[src/rtl/step_sequencer.sv]
// Timed step sequencer: walks NUM_STEPS phases, each holding its own output
// pattern for a programmable tick count, with stop/hold/loop control.
module step_sequencer #(
    parameter int unsigned NUM_STEPS = 3,
    parameter int unsigned OUT_W     = 3,
    parameter int unsigned TIME_W    = 16,
    parameter int unsigned CNT_W     = 16,
    localparam int unsigned STEP_W   = (NUM_STEPS > 1) ? $clog2(NUM_STEPS) : 1
) (
    input  logic                          clk,
    input  logic                          rst,
    input  logic                          tick,
    input  logic                          start,
    input  logic                          stop,
    input  logic                          hold,
    input  logic                          loop_en,
    input  logic [NUM_STEPS*TIME_W-1:0]   step_time,
    input  logic [NUM_STEPS*OUT_W-1:0]    step_out,
    output logic [OUT_W-1:0]              out,
    output logic [STEP_W-1:0]             step,
    output logic                          busy,
    output logic                          step_adv,
    output logic                          done,
    output logic [CNT_W-1:0]              cycle_cnt
);

    typedef enum logic [1:0] {
        S_IDLE = 2'd0,
        S_RUN  = 2'd1,
        S_HOLD = 2'd2
    } state_t;

    state_t              r_state;
    logic [STEP_W-1:0]   r_step;
    logic [TIME_W-1:0]   r_elapsed;
    logic [OUT_W-1:0]    r_out;
    logic                r_busy;
    logic                r_step_adv;
    logic                r_done;
    logic [CNT_W-1:0]    r_cycle_cnt;

    logic [TIME_W-1:0]   w_time [NUM_STEPS];
    logic [OUT_W-1:0]    w_pat  [NUM_STEPS];
    logic [STEP_W-1:0]   w_next_step;
    logic                w_last;
    logic [TIME_W:0]     w_elapsed_inc;
    logic                w_complete;

    // Unpack the flat per-step duration and pattern buses (sampled live).
    always_comb begin
        for (int i = 0; i < NUM_STEPS; i++) begin
            w_time[i] = step_time[i*TIME_W +: TIME_W];
            w_pat[i]  = step_out[i*OUT_W +: OUT_W];
        end
    end

    // A zero-length step completes on the next clock without needing a tick.
    assign w_next_step   = r_step + STEP_W'(1);
    assign w_last        = (r_step == STEP_W'(NUM_STEPS - 1));
    assign w_elapsed_inc = {1'b0, r_elapsed} + (TIME_W+1)'(1);
    assign w_complete    = (w_time[r_step] == '0) ||
                           (tick && (w_elapsed_inc >= {1'b0, w_time[r_step]}));

    always_ff @(posedge clk or negedge rst) begin
        if (!rst) begin
            r_state     <= S_IDLE;
            r_step      <= '0;
            r_elapsed   <= '0;
            r_out       <= '0;
            r_busy      <= 1'b0;
            r_step_adv  <= 1'b0;
            r_done      <= 1'b0;
            r_cycle_cnt <= '0;
        end else begin
            r_step_adv <= 1'b0;
            r_done     <= 1'b0;
            case (r_state)
                S_IDLE: begin
                    if (start && !stop && !hold) begin
                        r_state   <= S_RUN;
                        r_step    <= '0;
                        r_elapsed <= '0;
                        r_out     <= w_pat[0];
                        r_busy    <= 1'b1;
                    end
                end
                S_RUN: begin
                    if (stop) begin
                        r_state   <= S_IDLE;
                        r_step    <= '0;
                        r_elapsed <= '0;
                        r_out     <= '0;
                        r_busy    <= 1'b0;
                    end else if (hold) begin
                        r_state <= S_HOLD;
                        r_out   <= '0;
                    end else if (w_complete) begin
                        r_step_adv <= 1'b1;
                        r_elapsed  <= '0;
                        if (!w_last) begin
                            r_step <= w_next_step;
                            r_out  <= w_pat[w_next_step];
                        end else begin
                            r_done      <= 1'b1;
                            r_cycle_cnt <= r_cycle_cnt + CNT_W'(1);
                            r_step      <= '0;
                            if (loop_en) begin
                                r_out <= w_pat[0];
                            end else begin
                                r_state <= S_IDLE;
                                r_out   <= '0;
                                r_busy  <= 1'b0;
                            end
                        end
                    end else if (tick) begin
                        r_elapsed <= r_elapsed + TIME_W'(1);
                    end
                end
                S_HOLD: begin
                    // Ticks are ignored while frozen, including on the release edge.
                    if (stop) begin
                        r_state   <= S_IDLE;
                        r_step    <= '0;
                        r_elapsed <= '0;
                        r_out     <= '0;
                        r_busy    <= 1'b0;
                    end else if (!hold) begin
                        r_state <= S_RUN;
                        r_out   <= w_pat[r_step];
                    end
                end
                default: begin
                    r_state <= S_IDLE;
                    r_busy  <= 1'b0;
                    r_out   <= '0;
                end
            endcase
        end
    end

    assign out       = r_out;
    assign step      = r_step;
    assign busy      = r_busy;
    assign step_adv  = r_step_adv;
    assign done      = r_done;
    assign cycle_cnt = r_cycle_cnt;

endmodule

[config.mk]
export PLATFORM = sky130hd
export DESIGN_NAME = step_sequencer
export DESIGN_NICKNAME = d
export VERILOG_FILES = /design/src/rtl/step_sequencer.sv
export SDC_FILE = /design/constraint.sdc
export NUM_CORES = 1
export LEC_CHECK = 0
export ABC_AREA = 1
export BUFFER_PORTS_ARGS = -buffer_cell sky130_fd_sc_hd__buf_4
export CORE_ASPECT_RATIO = 1.25
export CORE_MARGIN = 10
export CORE_UTILIZATION = 44
export CTS_BUF_LIST = sky130_fd_sc_hd__clkbuf_4 sky130_fd_sc_hd__clkbuf_8 sky130_fd_sc_hd__clkbuf_16
export DETAILED_ROUTE_END_ITERATION = 7
export GPL_ROUTABILITY_DRIVEN = 0
export MAX_ROUTING_LAYER = met4
export PLACE_DENSITY = 0.79
export SLEW_MARGIN = 40
export SYNTH_ARGS = -nofsm -noshare
export SYNTH_HDL_FRONTEND = slang
export SYNTH_SLANG_ARGS = --single-unit
[constraint.sdc]
create_clock -name clk -period 3 [get_ports clk]
set_clock_uncertainty 0.05 [all_clocks]
set_input_delay 0.6 -clock clk [delete_from_list [all_inputs] [get_ports clk]]
set_output_delay 0.6 -clock clk [all_outputs]
set_load 0.03 [all_outputs]
==> results.sh <==
export IMPL_outcome="finished, final reports clean"
export IMPL_ant_nets=0
export IMPL_die_h_um=123
export IMPL_die_area_um2=12600
export IMPL_antenna_found_initial=0
export IMPL_clk_pin_slew_worst_paths_ns=0.09
export IMPL_yosysMostFrequentCell="nand2_1"
export IMPL_multi_input_comb_area_um2=2310
export IMPL_grt_start_max_net_pins=43
export IMPL_end_kind="flip-flop"
export IMPL_drc=0
export IMPL_drv_cap=0
export IMPL_cp_start_kind="flip-flop"
export IMPL_max_vdd_ir_drop_mv=0.314
export IMPL_yosysUniqueCellTypes=36
export IMPL_die_width_um=102
export IMPL_cp_max_fo=8
export IMPL_grt_overflow=0
export IMPL_cts_max_level=2
export IMPL_slew_headroom=0.642
export IMPL_async_flop_share=1.00
export IMPL_vias=3809
export IMPL_cts_buffer_depth=2
export IMPL_ys_ff_latch=42
export IMPL_min_path_type="in -> async"
export IMPL_setup_viol=0
export IMPL_rsz0062_at_grt="true"
export IMPL_layout_area_seq_um2=1050
export IMPL_grt_pass1_wl_um=16000
export IMPL_layout_nets=737
export IMPL_grt_use_met2=0.276
export IMPL_final_setup_tns_ns=0
export IMPL_powerDensity_nw_per_um2=450
export IMPL_drv_slew=0
export IMPL_grt_busiest_layer="met2"
export IMPL_period_share=0.999
export IMPL_crit_type="reg -> reg"
export IMPL_area_growth_pct=28.3
export IMPL_dr_pass1_iters=5
export IMPL_postSynthAreaPerCell_um2=6.69
export IMPL_setup_slack_ns=0.00238
export IMPL_viasPerCell=5.08
export IMPL_initial_utilization=0.451
export IMPL_clock_latency_ns=0.30
export IMPL_cts_buffers=5
export IMPL_io_buffers=87
export IMPL_place_ws_ns=-0.00595
export IMPL_hold_violations=0
export IMPL_ys_warn_count=0
export IMPL_syn_inst=556
export IMPL_dp_hpwl_um=7580
export IMPL_synth_area_um2=3720
export IMPL_num_io_pins=88
export IMPL_synth_area_leader_cell="dfrtp_1"
export IMPL_worst_r2r_startpoint="r_elapsed[0]$_DFFE_PN0P_"
export IMPL_placed_area_um2=4440
export IMPL_synth_top_area_share=0.283
export IMPL_max_clock_freq_mhz=334
export IMPL_worst_ep_required_time_ns=3.15
export IMPL_synth_seq_area_share=0.283
export IMPL_grt_pass1_vias=3673
export IMPL_synth_nets=641
export IMPL_r2r_cells=20
export IMPL_drive_above_1_share=0.273
export IMPL_avgRoutedWirePerCell_um=13.4
export IMPL_track_usage=0.156
export IMPL_use_met1=0.177
export IMPL_core_area_um2=8240
export IMPL_cts_sinks=42
export IMPL_synth_edff_count=0
export IMPL_whs_ns=0.212
export IMPL_cts_hold_buf=0
export IMPL_diodes=0
export IMPL_wirelength_um=10000
export IMPL_critPathArrivalTime_ns=3.14
export IMPL_drt_iter0_markers=244
export IMPL_power_leakage_nw=2.64
export IMPL_cts_tree="yes"
export IMPL_tightest_slew_ns=0.537
export IMPL_rows=37
export IMPL_fill_cells=734
export IMPL_synth_common_cells="148 x nand2_1, 83 x inv_1, 62 x nor2_1"
export IMPL_synth_area_leaders="dfrtp_1 28%, nand2_1 15%, inv_1 8.4%"
export IMPL_final_cell_area_um2=4770
export IMPL_rr_endpoint="r_elapsed[0]$_DFFE_PN0P_"
export IMPL_synth_flop_cell="dfrtp_1"
export IMPL_cts_root_buf="clkbuf_8"
export IMPL_rrSetupSlack_ns=0.002
export IMPL_fin_crit_ns=3.00
export IMPL_met3_usage=0.0185
==> layout make-up <==
type / count / area share
clock inverters: 3 / 0.00917
clock buffers: 5 / 0.0144
repair buffers: 105 / 0.174
flip-flops and latches: 42 / 0.221
inverters: 88 / 0.0713
multi-input cells: 410 / 0.485
well taps: 97 / 0.0254
==> cells by family after synthesis <==
group	synth area share
simple gates	0.360
buf+inv	0.130
compound gates	0.0999
flops	0.283
xor+xnor	0.0565
fa+ha+maj	0.0706
==> routing by layer <==
| metal | vias up | part of all wire |
|---|---|---|
| li1 | 1937 | - |
| met1 | 1703 | 0.42 |
| met2 | 147 | 0.52 |
| met3 | 22 | 0.041 |
| met4 | 0 | 0.022 |
| met5 | - | 0 |
==> power breakdown <==
group	total [mW]	internal, mW	leakage [nW]	switching [mW]
sequential	0.652	0.608	0.576	0.0445
clock	0.464	0.250	0.0585	0.214
combinational	1.03	0.411	2.00	0.620
total	2.15	1.27	2.64	0.879
==> sequential cells by signal, indices dropped and copies added, names as in the netlist <==
register / cells
r_elapsed: 16
done: 1
step_adv: 1
step: 2
r_state: 2
out: 3
busy: 1
cycle_cnt: 16
==> cell usage in the layout, fill, tap and decap left out, types with 2 or more instances in the layout <==
cell / instances
nand2_1: 144
inv_2: 3
inv_1: 82
clkbuf_8: 5
nor2_4: 4
buf_12: 2
buf_4: 102
a21oi_2: 2
nand2_2: 16
dfrtp_2: 2
a21oi_1: 11
nand2_4: 5
xnor2_2: 3
o21ai_1: 19
nand3_1: 47
o21ai_0: 17
inv_4: 2
xnor2_1: 9
inv_6: 2
o22ai_1: 4
xor2_1: 11
nor2_1: 56
nor3_1: 6
nor2_2: 7
dfrtp_1: 40
ha_4: 2
nand3_2: 5
nand3_4: 2
nand4_1: 6
o21ai_2: 6
ha_1: 18
==> stage by stage <==
step / utilization / power [mW] / cells
after floorplan: - / 1.32 / 556
after global placement: 0.539 / 1.56 / 733
after detailed placement: 0.539 / 1.57 / 733
after CTS: 0.553 / 2.03 / 741
after global routing: 0.579 / 2.30 / 750
final: 0.579 / 2.15 / 750
==> worst max path at each step <==
stage | endpoint | depth (start not counted) | slack (ns) | from
detailed placement | r_elapsed[15]$_DFFE_PN0P_ | 20 | -0.006 | r_elapsed[0]$_DFFE_PN0P_
global route | r_elapsed[8]$_DFFE_PN0P_ | 20 | -0.12 | r_elapsed[0]$_DFFE_PN0P_
global placement | cycle_cnt[2]$_DFFE_PN0P_ | 20 | 0.13 | r_elapsed[0]$_DFFE_PN0P_
CTS | r_elapsed[10]$_DFFE_PN0P_ | 20 | 0.03 | r_elapsed[0]$_DFFE_PN0P_
finish | r_elapsed[0]$_DFFE_PN0P_ | 20 | 0.002 | r_elapsed[0]$_DFFE_PN0P_
floorplan | r_elapsed[12]$_DFFE_PN0P_ | 18 | 0.29 | r_elapsed[0]$_DFFE_PN0P_
==> timing repair <==
action                     4_1_cts  5_1_grt
pin swaps                        0       19
buffers inserted                 0        8
resized for setup                1       31
gates cloned                     0        1
setup endpoints to repair       16       39
==> critical path: stages, from the launching register on <==
cell,delay (ns)
dfrtp_1,0.42
ha_2,0.22
nand2_2,0.07
nor2_4,0.14
nand2_2,0.10
buf_4,0.14
o22ai_1,0.17
inv_1,0.09
ha_1,0.29
nand2_1,0.07
nor2_2,0.16
nand3_2,0.08
nor2_1,0.12
nand2_1,0.08
nand3_2,0.10
nand2_4,0.08
nand3_4,0.10
nand2_4,0.09
clkbuf_16,0.19
nand3_1,0.08
nand2_1,0.06
No activity file was read; power rests on OpenSTA's default activity.
